--- src/rtl/acc_requant.sv ---
`default_nettype none
// +----------------------------------------------------------------------------+
// | acc_requant: requantizes signed accumulators to saturated int8 through a   |
// | three-stage scale / round / zero-point pipeline with a clip counter.       |
// | Revision: 1.0                                                              |
// +----------------------------------------------------------------------------+
module acc_requant #(
    parameter int ACC_W   = 32,
    parameter int SCALE_W = 16,
    parameter int SHIFT_W = 5,
    parameter int OUT_W   = 8,
    parameter int CNT_W   = 16
) (
    input  logic               clk,
    input  logic               rst,
    input  logic               in_valid,
    output logic               in_ready,
    input  logic [ACC_W-1:0]   in_acc,
    input  logic               in_sat,
    input  logic [SCALE_W-1:0] cfg_scale,
    input  logic [SHIFT_W-1:0] cfg_shift,
    input  logic [OUT_W-1:0]   cfg_zp,
    input  logic               cfg_relu,
    output logic               out_valid,
    input  logic               out_ready,
    output logic [OUT_W-1:0]   out_data,
    output logic               out_clip,
    output logic               busy,
    input  logic               cnt_clr,
    output logic [CNT_W-1:0]   clip_count
);

    localparam int c_prod_w = ACC_W + SCALE_W + 1;
    localparam logic signed [c_prod_w-1:0] c_out_max =
        {{(c_prod_w-OUT_W+1){1'b0}}, {(OUT_W-1){1'b1}}};
    localparam logic signed [c_prod_w-1:0] c_out_min =
        {{(c_prod_w-OUT_W+1){1'b1}}, {(OUT_W-1){1'b0}}};

    logic                       s1_valid_q, s2_valid_q, s3_valid_q;
    logic                       s1_sat_q, s2_sat_q;
    logic signed [c_prod_w-1:0] s1_p_q, s2_r_q;
    logic [OUT_W-1:0]           out_data_q;
    logic                       out_clip_q;
    logic [CNT_W-1:0]           clip_count_q, clip_count_d;

    logic                       w_adv;
    logic signed [c_prod_w-1:0] w_acc_ext, w_scale_ext, w_prod;
    logic signed [c_prod_w-1:0] w_round, w_sum, w_shr;
    logic signed [c_prod_w-1:0] w_zp_ext, w_v, w_v_relu;
    logic                       w_hi, w_lo, w_clip;
    logic [OUT_W-1:0]           w_data;

    // Whole pipeline moves in lockstep; bubbles are intentionally not squeezed out.
    assign w_adv    = !s3_valid_q || out_ready;
    assign in_ready = w_adv;

    // Both operands widened to the full product width so the truncated product is exact.
    assign w_acc_ext   = {{(SCALE_W+1){in_acc[ACC_W-1]}}, in_acc};
    assign w_scale_ext = {{(ACC_W+1){1'b0}}, cfg_scale};
    assign w_prod      = w_acc_ext * w_scale_ext;

    always_comb begin
        w_round = '0;
        if (cfg_shift != '0) begin
            w_round = {{(c_prod_w-1){1'b0}}, 1'b1} << (cfg_shift - SHIFT_W'(1));
        end
    end

    assign w_sum = s1_p_q + w_round;
    assign w_shr = w_sum >>> cfg_shift;

    assign w_zp_ext = {{(c_prod_w-OUT_W){cfg_zp[OUT_W-1]}}, cfg_zp};
    assign w_v      = s2_r_q + w_zp_ext;
    assign w_v_relu = (cfg_relu && (w_v < w_zp_ext)) ? w_zp_ext : w_v;
    assign w_hi     = w_v_relu > c_out_max;
    assign w_lo     = w_v_relu < c_out_min;
    assign w_clip   = s2_sat_q | w_hi | w_lo;
    assign w_data   = w_hi ? c_out_max[OUT_W-1:0] :
                      w_lo ? c_out_min[OUT_W-1:0] : w_v_relu[OUT_W-1:0];

    always_ff @(posedge clk or posedge rst) begin
        if (rst) begin
            s1_valid_q <= 1'b0;
            s2_valid_q <= 1'b0;
            s3_valid_q <= 1'b0;
            s1_sat_q   <= 1'b0;
            s2_sat_q   <= 1'b0;
            s1_p_q     <= '0;
            s2_r_q     <= '0;
            out_data_q <= '0;
            out_clip_q <= 1'b0;
        end else if (w_adv) begin
            s1_valid_q <= in_valid;
            s1_sat_q   <= in_sat;
            s1_p_q     <= w_prod;
            s2_valid_q <= s1_valid_q;
            s2_sat_q   <= s1_sat_q;
            s2_r_q     <= w_shr;
            s3_valid_q <= s2_valid_q;
            out_data_q <= w_data;
            out_clip_q <= w_clip;
        end
    end

    // Clear has priority; the count sticks at all-ones instead of wrapping.
    always_comb begin
        clip_count_d = clip_count_q;
        if (cnt_clr) begin
            clip_count_d = '0;
        end else if (s3_valid_q && out_ready && out_clip_q && (clip_count_q != '1)) begin
            clip_count_d = clip_count_q + CNT_W'(1);
        end
    end

    always_ff @(posedge clk or posedge rst) begin
        if (rst) begin
            clip_count_q <= '0;
        end else begin
            clip_count_q <= clip_count_d;
        end
    end

    assign out_valid  = s3_valid_q;
    assign out_data   = out_data_q;
    assign out_clip   = out_clip_q;
    assign busy       = s1_valid_q | s2_valid_q | s3_valid_q;
    assign clip_count = clip_count_q;

endmodule
`default_nettype wire

--- config.mk ---
export PLATFORM = sky130hd
export DESIGN_NAME = acc_requant
export DESIGN_NICKNAME = d
export VERILOG_FILES = /design/src/rtl/acc_requant.sv
export SDC_FILE = /design/constraint.sdc
export NUM_CORES = 2
export LEC_CHECK = 0
export CAP_MARGIN = 0
export CORE_UTILIZATION = 55
export DETAILED_ROUTE_END_ITERATION = 8
export GPL_TIMING_DRIVEN = 0
export PLACE_DENSITY = 0.72
export SLEW_MARGIN = 20
export SYNTH_ARGS = -nofsm -noshare
export SYNTH_HDL_FRONTEND = slang
export SYNTH_SLANG_ARGS = --single-unit
--- constraint.sdc ---
create_clock -name clk -period 7.95 [get_ports clk]
set_input_delay 2.385 -clock clk [delete_from_list [all_inputs] [get_ports clk]]
set_output_delay 2.385 -clock clk [all_outputs]
set_load 0.03 [all_outputs]
## Word-level counts from Yosys, hierarchy flattened

Index checks and enable logic that the tools add are counted.
W data, S select, Z words.

| operators by class | value |
|---|---|
| add/subtract/negate cells | 4 |
| multiply operators | 1 |
| order comparisons | 3 |
| eq/ne operators | 1 |
| shift-type cells | 2 |
| mux-type cells | 6 |
| bitwise logic cells | 4 |
| reductions and logical operators | 8 |

Operators with widths:

| kind | number |
|---|---|
| $mux W49 | 2 |
| $add A49 B49 Y49 | 1 |
| $add A49 B8 Y49 | 1 |
| $gt A49 B8 Y1 const B | 1 |
| $lt A49 B8 Y1 | 1 |
| $lt A49 B8 Y1 const B | 1 |
| $mul A32 B17 Y49 | 1 |
| $shl A1 B5 Y49 const A | 1 |
| $sshr A49 B5 Y49 | 1 |
| $mux W16 | 2 |
| $add A16 B1 Y16 const B | 1 |
| $mux W8 | 2 |
| $ne A16 B16 Y1 const B | 1 |
| $reduce_bool A5 Y1 | 1 |
| $sub A5 B1 Y5 const B | 1 |
| $logic_and A1 B1 Y1 | 4 |
| $or A1 B1 Y1 | 4 |
| $reduce_bool A2 Y1 | 1 |
| $logic_not A1 Y1 | 1 |
| $logic_or A1 B1 Y1 | 1 |

| word-level totals | value |
|---|---|
| register bits | 128 |
| input port bits | 68 |
| output and inout bits | 28 |
| word-level logic and storage cells | 39 |

## Longest topological paths before layout

| depth | value |
|---|---|
| depth after elaboration | 7 |
| mapped depth | 27 |
| mapped depth without buffers | 26 |

## Worst setup path after synthesis

OpenSTA, ideal clock, no wires.

| path | value |
|---|---|
| path kind | input to register |
| start point | input port cfg_scale[2] |
| end point | register s1_p_q[46] |
| setup time | 0.135 ns |
| arrival | 8.571 ns |
| required time | 7.815 ns |
| path slack | -0.756 ns |
| stages on the path | 24 |
| path buffers | 1 |
| cells stage by stage | clkbuf_1 nand2_1 fa_1 inv_1 fa_1 inv_1 fa_1 fa_1 fa_1 inv_1 fa_1 ha_1 a21o_1 a221o_1 o21bai_1 a211oi_1 nand2_1 o21ai_0 o21ai_0 a211oi_1 nor3_1 o31ai_1 nor3b_1 o31ai_1 |

| on the way | value |
|---|---|
| word-level cells in the longest chain between the ends | 1 |

RTL lines:

| element | RTL line | RTL |
|---|---|---|
| from (decl) | 20 | `input logic [SCALE_W-1:0] cfg_scale,` |
| $mul A32 B17 Y49 | 60 | `assign w_prod = w_acc_ext * w_scale_ext;` |
| to (signal assigned) | 95 | `s1_p_q <= w_prod;` |
| to (decl) | 41 | `logic signed [c_prod_w-1:0] s1_p_q, s2_r_q;` |

Every way passes these cells.
A chain may end at the register's enable or synchronous reset.

## Worst setup path after layout

| path | value |
|---|---|
| start point | input port in_acc[3] |
| end point | register s1_p_q[43] |

| on the way | value |
|---|---|
| word-level cells in the longest chain between the ends | 1 |

RTL lines:

| element | RTL line | RTL |
|---|---|---|
| from (decl) | 18 | `input logic [ACC_W-1:0] in_acc,` |
| $mul A32 B17 Y49 | 60 |  |

Every way passes these cells.

==> summary.txt <==
# fillers: 4844
Setup Viol. Count Final: 14
Crit path DAT: 8640 ps
DRC Markers: 0
Vias: 30561
Row Count: 89
Fmax achieved: 120.4 MHz
H-tree levels: 4
Layout cell share with drive strength beyond 1: 14.13%
Iteration-0 DRC Markers: 2763
I/O Buffers: 91
Final WS setup: -355.2 ps
Failing checks: negative setup slack
Compound-cell area share of the yosys netlist: 15.49%
Vias per cell: 6.155
Synth warn: 0
Post-synthesis mux area share: 4.422%
Critical Path Fanout Max: 10
CTS clk-pin slew, worst paths: 70 ps
Avg Cell Area, Syn: 8.359 um^2
Die height: 246.6 um
Pin count of the biggest net entering global routing: 104
Area grow syn2layout: 18.16%
Adder-Cell Fraction of Synth Area: 39.34%
Rel. slew slack: 22.34%
Routed len/inst: 22.55 um
Kind of cell adding the most delay to the critical path: adder cells
Reg2Reg Depth: 25
Final hold vios: 0
Tightest Pin Transition: 1165 ps
GRT Util Overall: 36.83%
Simple-gate area share of the yosys netlist: 18.48%
R2R Path Start: s2_r_q[8]
Crit. End Element: flip-flop
CTS tree: yes
Clock Skew: 12.16 ps
Chip width: 246.6 um
R2R Path End: out_data[5]
CTS buffer count: 17
Die ar.: 60810 um^2
Main flop type after synthesis: dfrtp_1
Worst-Skew Late Latency: 460 ps
Hold_ws: 487.7 ps
Post-synth EDFFs: 0
First-pass iteration count of the detailed router: 5
Hpwl dp: 88.58 mm
Min Tclk post-route: 8305 ps
GR Overflow Total: 0
Placeable Area: 59020 um^2
CP bufs+invs: 7
Layout net count: 4985
Post-synth ARST share: 100.0%
WS Path Type: in2reg
Hold-critical path depth: 2
Initial antenna violation count: 8
CP peak stage delay: 580 ps
Synth Register Bits: 128
Wirelength, routed: 111.9 mm
Seq/Total Area, Yosys: 9.733%
RSZ-0062 raised after global routing: true
Tightest Hold Check Type: reg2reg
Largest area contributor in the netlist: fa_1
Root Buffer: clkbuf_16
Synthesized netlist cell count: 3937
Share of the synthesized area in the top cell type: 29.87%
Top-count cell post-synth: inv_1
Synth unique cells: 90
First-pass GRT wire length: 170.3 mm
Synthesized Nets: 4745
ANT nets after route: 0
Clock sink count: 128
CTS hold repair buffers: 0
Max cap viols: 0
Status: complete, but fails checks
Worst min-delay path endpoint: s1_sat_q
Final GP Congestion: 1.029
I/O Pins: 96
List of most frequent post-synthesis cells: inv_1 (576), nand2_1 (556), fa_1 (491), ha_1 (249), and2_1 (228)
Final Util: 65.89%
Min-delay src: s1_sat_q
XOR/XNOR Fraction of Synth Area: 3.620%
Initial Util: 55.76%
Post-Synthesis Cell Area: 32910 um^2
Main combinational cell family by area after synthesis: adder cells
Vias in the first global route: 29986
CP most frequent cell: fa_1
Final Cycle Share: 104.5%
Worst reg-to-reg setup slack: 1940 ps
Fin. max-slew vios: 0
Clock tree buffer depth: 2
Ranking of synthesized cells by area: fa_1 (30%), dfrtp_1 (9.7%), ha_1 (9.5%)
Cell with the largest stage delay on the worst path: fa_1
Critical Path RT: 8290 ps
CP Launch Type: input port
## timing repair
item,4_1_cts,5_1_grt
resized for setup,525,196
endpoints found under the setup margin,93,81
gates cloned,3,1
pin swaps,99,99
setup buffers,93,45
## worst reg2reg max path: stages (launching register included)
cell,delay [ps]
dfrtp_1,440
ha_1,310
clkbuf_2,200
a21o_1,260
a21o_1,190
a311o_1,350
nor3_2,260
o21ai_1,190
o2111ai_2,240
a21oi_2,110
a221o_1,400
xor2_4,190
ha_1,190
a21o_1,150
a21o_1,170
a221oi_1,290
o21ai_1,120
nor2_1,110
a21boi_4,220
mux2i_2,330
nand4b_1,180
nor4_1,200
nand4b_1,210
o41ai_4,340
buf_6,180
a21oi_1,80
## placed cells by master, fill, tap and decap left out, types with 51 or more instances in the layout
| cell type | netlist | final |
|---|---|---|
| a21o_1 | 81 | 81 |
| a21oi_1 | 218 | 199 |
| and2_1 | 228 | 217 |
| buf_4 | 0 | 140 |
| clkbuf_1 | 184 | 79 |
| dfrtp_1 | 128 | 128 |
| fa_1 | 491 | 476 |
| ha_1 | 249 | 227 |
| inv_1 | 576 | 558 |
| mux2i_1 | 61 | 58 |
| nand2_1 | 556 | 536 |
| nand3_1 | 54 | 53 |
| nor2_1 | 204 | 198 |
| o21ai_0 | 127 | 99 |
| xnor2_1 | 80 | 74 |
| xor2_1 | 56 | 51 |
## per-stage QoR
stage | std cells | setup WS [ps] | TNS (ps) | area (um^2)
after floorplan | 3937 | -151.2 | -669.2 | 33470
after global placement | 4801 | -3279 | -164680 | 35350
after detailed placement | 4803 | -2261 | -153170 | 35410
after CTS | 4928 | -317.9 | -1806 | 37980
after global routing | 4963 | -548.2 | -6079 | 38880
final | 4965 | -355.2 | -2781 | 38880
## how the worst max path moves through the flow
stage                     slack, ps          end  depth (start not counted)           from
after floorplan                -150   s1_p_q[46]                         23  cfg_scale[13]
after global placement        -3280  out_data[1]                         25      cfg_zp[7]
after detailed placement      -2260   s2_r_q[47]                         22   cfg_shift[2]
after CTS                      -320   s1_p_q[46]                         26     in_acc[23]
after global routing           -550   s1_p_q[45]                         25  cfg_scale[12]
final                          -360   s1_p_q[43]                         25      in_acc[3]
## layer usage
layer  wire length (um)  GRT usage, %  vias up
li1                   -             -    13554
met4               5276         15.96        8
met3              10920         8.126      325
met5                 53             0        -
met1              43860         48.13    15186
met2              51840         58.68     1488
## final cells by class
type | instances | area [um^2] | share of cell area [%]
multi-input combinational | 3028 | 27910 | 71.77
clock inverter | 15 | 191.4 | 0.4923
clock buffer | 17 | 425.4 | 1.094
tap | 773 | 967.2 | 2.487
antenna | 2 | 5.005 | 0.01287
buffer | 187 | 1808 | 4.650
sequential | 128 | 3203 | 8.237
timing repair buffer | 235 | 2183 | 5.615
inverter | 580 | 2192 | 5.637
## kinds of logic (layout without fill, tap and decap cells)
kind of cell | count (synthesis) | after routing
other | 0 | 2
AND/OR/NAND/NOR | 1281 | 1281
adder cells (fa/ha/maj) | 740 | 740
buffers and inverters | 781 | 1034
multiplexers | 107 | 107
XOR/XNOR | 136 | 136
AO/OA/AOI/OAI | 764 | 764
flip-flops | 128 | 128
## sequential cells by signal, summed over array words and instances (netlist names)
name        cells
s1_valid_q      1
out_valid       1
s1_sat_q        1
out_data        8
s2_r_q         49
clip_count     16
s1_p_q         49
out_clip        1
s2_sat_q        1
s2_valid_q      1
Power is not shown: default switching activity piles up to over one toggle a cycle in this logic, so the estimate is an artifact.
